`src/rtl/uart_tx_buf.sv`:
```
// Buffered UART transmitter: a DEPTH-entry byte FIFO feeding an 8N1 serializer.
// Back-to-back frames are sent with no idle gap while the FIFO holds data.
module uart_tx_buf #(
   parameter int BAUD  = 5207,
   parameter int DEPTH = 8
) (
   input  logic                     clk,
   input  logic                     rst,
   input  logic                     send_start,
   input  logic [7:0]               send_data,
   output logic                     send_full,
   output logic                     send_busy,
   output logic                     send_finish,
   output logic                     send_overflow,
   output logic [$clog2(DEPTH):0]   level,
   output logic                     uart_dout
);

   localparam int CW = $clog2(BAUD);
   localparam int PW = $clog2(DEPTH);
   localparam int LW = PW + 1;
   localparam logic [CW-1:0] BAUD_LAST = CW'(BAUD - 1);
   localparam logic [CW-1:0] BAUD_PRE  = CW'(BAUD - 2);

   typedef enum logic [1:0] {IDLE, START, DATA, STOP} state_t;

   state_t        r_state;
   logic [7:0]    r_mem [DEPTH];
   logic [PW-1:0] r_wptr;
   logic [PW-1:0] r_rptr;
   logic [LW-1:0] r_level;
   logic [CW-1:0] r_baudCnt;
   logic [2:0]    r_bitIdx;
   logic [7:0]    r_shift;
   logic          r_dout;
   logic          r_finish;
   logic          r_overflow;

   logic w_full;
   logic w_push;
   logic w_bitEnd;
   logic w_pop;

   // Full comes from the registered level only, so a same-cycle pop never frees a slot.
   assign w_full   = (r_level == LW'(DEPTH));
   assign w_push   = send_start && !w_full && !rst;
   assign w_bitEnd = (r_baudCnt == BAUD_LAST);
   assign w_pop    = (r_level != '0) && ((r_state == IDLE) || ((r_state == STOP) && w_bitEnd));

   always_ff @(posedge clk) begin
      if (w_push) begin
         r_mem[r_wptr] <= send_data;
      end
   end

   always_ff @(posedge clk) begin
      if (rst) begin
         r_state    <= IDLE;
         r_wptr     <= '0;
         r_rptr     <= '0;
         r_level    <= '0;
         r_baudCnt  <= '0;
         r_bitIdx   <= '0;
         r_shift    <= '0;
         r_dout     <= 1'b1;
         r_finish   <= 1'b0;
         r_overflow <= 1'b0;
      end else begin
         if (w_push) begin
            r_wptr <= r_wptr + PW'(1);
         end
         if (w_pop) begin
            r_rptr  <= r_rptr + PW'(1);
            r_shift <= r_mem[r_rptr];
         end
         case ({w_push, w_pop})
            2'b10:   r_level <= r_level + LW'(1);
            2'b01:   r_level <= r_level - LW'(1);
            default: r_level <= r_level;
         endcase
         r_overflow <= send_start && w_full;
         // Raised one cycle early so the registered pulse lands on the last STOP cycle.
         r_finish   <= (r_state == STOP) && (r_baudCnt == BAUD_PRE);

         case (r_state)
            IDLE: begin
               r_dout    <= 1'b1;
               r_baudCnt <= '0;
               if (w_pop) begin
                  r_state <= START;
                  r_dout  <= 1'b0;
               end
            end
            START: begin
               if (w_bitEnd) begin
                  r_baudCnt <= '0;
                  r_bitIdx  <= '0;
                  r_dout    <= r_shift[0];
                  r_state   <= DATA;
               end else begin
                  r_baudCnt <= r_baudCnt + CW'(1);
               end
            end
            DATA: begin
               if (w_bitEnd) begin
                  r_baudCnt <= '0;
                  if (r_bitIdx == 3'd7) begin
                     r_state <= STOP;
                     r_dout  <= 1'b1;
                  end else begin
                     r_bitIdx <= r_bitIdx + 3'd1;
                     r_dout   <= r_shift[1];
                     r_shift  <= {1'b0, r_shift[7:1]};
                  end
               end else begin
                  r_baudCnt <= r_baudCnt + CW'(1);
               end
            end
            STOP: begin
               if (w_bitEnd) begin
                  r_baudCnt <= '0;
                  if (w_pop) begin
                     r_state <= START;
                     r_dout  <= 1'b0;
                  end else begin
                     r_state <= IDLE;
                     r_dout  <= 1'b1;
                  end
               end else begin
                  r_baudCnt <= r_baudCnt + CW'(1);
               end
            end
            default: begin
               r_state <= IDLE;
               r_dout  <= 1'b1;
            end
         endcase
      end
   end

   assign send_full     = w_full;
   assign send_busy     = (r_state != IDLE);
   assign send_finish   = r_finish;
   assign send_overflow = r_overflow;
   assign level         = r_level;
   assign uart_dout     = r_dout;

endmodule

```
`config.mk`:
```
export PLATFORM = sky130hd
export DESIGN_NAME = uart_tx_buf
export DESIGN_NICKNAME = d
export VERILOG_FILES = /design/src/rtl/uart_tx_buf.sv
export SDC_FILE = /design/constraint.sdc
export NUM_CORES = 1
export LEC_CHECK = 0
export ABC_AREA = 1
export CORE_MARGIN = 10
export CORE_UTILIZATION = 43
export CTS_BUF_LIST = sky130_fd_sc_hd__clkbuf_2
export DETAILED_ROUTE_END_ITERATION = 12
export PLACE_DENSITY = 0.64
export SKIP_LAST_GASP = 1
export SLEW_MARGIN = 15
export SYNTH_ARGS = -nofsm -noshare
export SYNTH_HDL_FRONTEND = slang
export SYNTH_SLANG_ARGS = --single-unit
```
`constraint.sdc`:
```
create_clock -name clk -period 7 [get_ports clk]
set_input_delay 0.7 -clock clk [delete_from_list [all_inputs] [get_ports clk]]
set_output_delay 0.7 -clock clk [all_outputs]
set_load 0.01 [all_outputs]
```
==> results.toml <==
[timing]
clock.fmax_mhz = 365.6
grt_setup_unrepaired = "no"
worst_hold_slack_ps = 487.0
hold_viol = 0
fin_setup_tns_ps = 0
layout_min_cycle_time_ps = 2735
worst_slack_ps = 4265
tightest_slew_ps = 860.4
relSlewSlack_pct = 42.58
setup_viol = 0
fin_skew_ps = 40.67
period_share_pct = 39.07
drv_slew = 0

[drt]
top_layer = "met4"
vias = 3250
drtAntennaViolNets = 0
met3_length_um = 439
routed_via_density = 5.023
wl_met1_um = 4310
firstDrtPassIters = 5
drt_iter0_drc = 234
drc_errors = 0
routedWlPerCell_um = 14.63
drt_wl_total_um = 9468
wl_met2_um = 4584

[setup_path]
path_cells = "clkdlybuf4s50_1 > inv_1 > nand3_1 > inv_1 > nand2_1 > nor2_1"
cpMostUsedCell = "inv_1"
crit_path_start_kind = "input port"
slowest_delay_ps = 540
worstSetupPathType = "input port to register"
arrival_ps = 2960
cpMaxStageDelayCell = "clkdlybuf4s50_1"
required_ps = 7220
path_max_fanout = 22
cp-end-kind = "register"

[yosys]
ys_async_sr_fraction_pct = 0
synth_top_cell_area_share_pct = 41.32
synth_enable_flop_cells = 64
syn_area_per_cell_sq_um = 9.453
synth_compound_area_share_pct = 9.981
synthAdderAreaFrac_pct = 4.036
ys_ff_latch = 106
netlist_area_sq_um = 4651
synthFlopType = "edfxtp_1"
yosys.area_share.simple_pct = 18.86
synth_common_cells = "nand2_1 (87), nor2_1 (66), edfxtp_1 (64), inv_1 (52), o21ai_0 (52)"
yosys.area.top_type = "edfxtp_1"
synthMuxAreaShare_pct = 0
yosysMostFrequentCell = "nand2_1"
synth_top_family_by_area = "simple AND/OR/NAND/NOR gates"
synth_cell_types = 31
yosysWarnings = 0
netlist_instances = 492
syn-num-nets = 518
ys_seq_area_share_pct = 59.40
synth.area.top_cells = "edfxtp_1 (41%), dfxtp_1 (18%), nand2_1 (7.0%)"
synthXorXnorAreaFrac_pct = 0.9416

[grt]
grt_max_degree = 34
grt_pass1_vias = 3131
grt_use_total_pct = 12.79
grt_overflow = 0
antenna_found_initial = 0
grt_pass1_wl_um = 15400

[placement]
post-place-ws_ps = 3586
gp_congestion = 0.8870
dp_hpwl_um = 6664
io_buffers = 19

[layout]
drive_gt1_share_pct = 6.067
multi_input_area_sq_um = 1573
area_growth_pct = 8.528
fin_util_pct = 48.46
fin_nets = 532
diodes = 0
fill_cells = 969
seq_area_sq_um = 2763

[floorplan]
die_area_sq_um = 15380
core-area_sq_um = 10420
die_w_um = 124
initial_core_util_pct = 44.65
rows = 37
ioPinCount = 20
dieHeight_um = 124

[clock_network]
path_clk_slew_ps = 280
cts_made_buffers = 9
worstSkewPairLatency_ps = 580
root_buffer = "clkbuf_2"
cts_hold_repair.buffers = 0
cts_max_level = 3
cts.path.max_buffers = 2
numClockSinks = 106
cts-resized-gates = 0
cts_tree = "done"
cts_setup_buffers = 0

[power]
leakage_uw = 0.001977
ir_drop_mv = 0.1739
power.density_nw_per_um2 = 321.9

[worst_hold_path]
hp-class = "register to register"

[job]
max_cap_viol_count = 0

[status]
status = "complete, no violations"
==> layout by cell type (no fill, tap or decap) <==
cell type	synthesis	final
nand2_1	87	87
nor2_1	66	66
edfxtp_1	64	64
inv_1	52	52
o21ai_0	52	52
dfxtp_1	42	42
nand3_1	31	31
a21oi_1	20	20
clkdlybuf4s50_1	0	19
ha_1	15	15
clkbuf_2	0	10
o22ai_1	8	8
nand4_1	5	5
nor2_2	4	4
xor2_1	3	3
nor3_1	3	3
o21a_1	3	3
nand2_2	2	2
nand2_4	2	2
xnor2_1	2	2
inv_2	2	2
a211oi_1	2	2
o21ai_1	2	2
nor3b_1	2	2
nor3_2	2	2
inv_6	0	2
inv_8	0	2
clkinv_2	1	1
clkinv_4	1	1
or2_1	1	1
a31oi_1	1	1
clkinvlp_4	0	1
bufinv_16	0	1
buf_4	0	1
==> logic make-up after synthesis <==
logic type	Yosys count
buf+inv	73
compound gates	88
flops	106
fa+ha+maj	15
xor+xnor	5
simple gates	205
==> power by group <==
group	internal, uW	total, uW	switching (uW)
Clock	92.0	300	208
Sequential	723	770	46.3
Combinational	195	555	360
==> critical path: cells and delay by family <==
kind                   cells  cell delay [ps]
and+or+nand+nor            3             1040
buffers and inverters      3             1220
==> sequential cells by signal, indices dropped and copies added, names as in the netlist, named ones only <==
signal and count:
r_shift 8, r_rptr 3, send_overflow 1, r_baudCnt 13, r_mem 64, uart_dout 1
level 4, send_finish 1, r_wptr 3, r_state 2, r_bitIdx 3
==> metal layers <==
metal  vias up  track usage [%]
met4         0            4.964
met1      1505            16.38
li1       1668                -
met2        65            20.73
met5         -                0
met3        12            2.805
==> layout make-up <==
| class | instances | share of cell area (%) |
|---|---|---|
| Sequential cell | 106 | 54.73 |
| Multi-Input combinational cell | 313 | 31.16 |
| Inverter | 56 | 4.289 |
| Timing Repair Buffer | 20 | 3.917 |
| Tap cell | 136 | 3.371 |
| Clock inverter | 6 | 1.537 |
| Clock buffer | 10 | 0.9916 |
==> worst paths after layout <==
path,from,to,slack [ps],cells past startpoint
max,rst,r_mem[2][0],4260,6
min,r_bitIdx[2],r_bitIdx[2],490,2
max reg2reg,r_baudCnt[0],level[3],4550,16
min reg2reg,r_bitIdx[2],r_bitIdx[2],490,2
==> metrics by stage <==
stage	instance area (sq um)	instances	power, uW
finish	5047	647	1625
floorplan	4651	492	1198
detailed placement	4920	631	1337
CTS	5047	647	1636
global placement	4920	631	1327
global route	5047	647	1750
No activity file was read; power rests on OpenSTA's default activity.
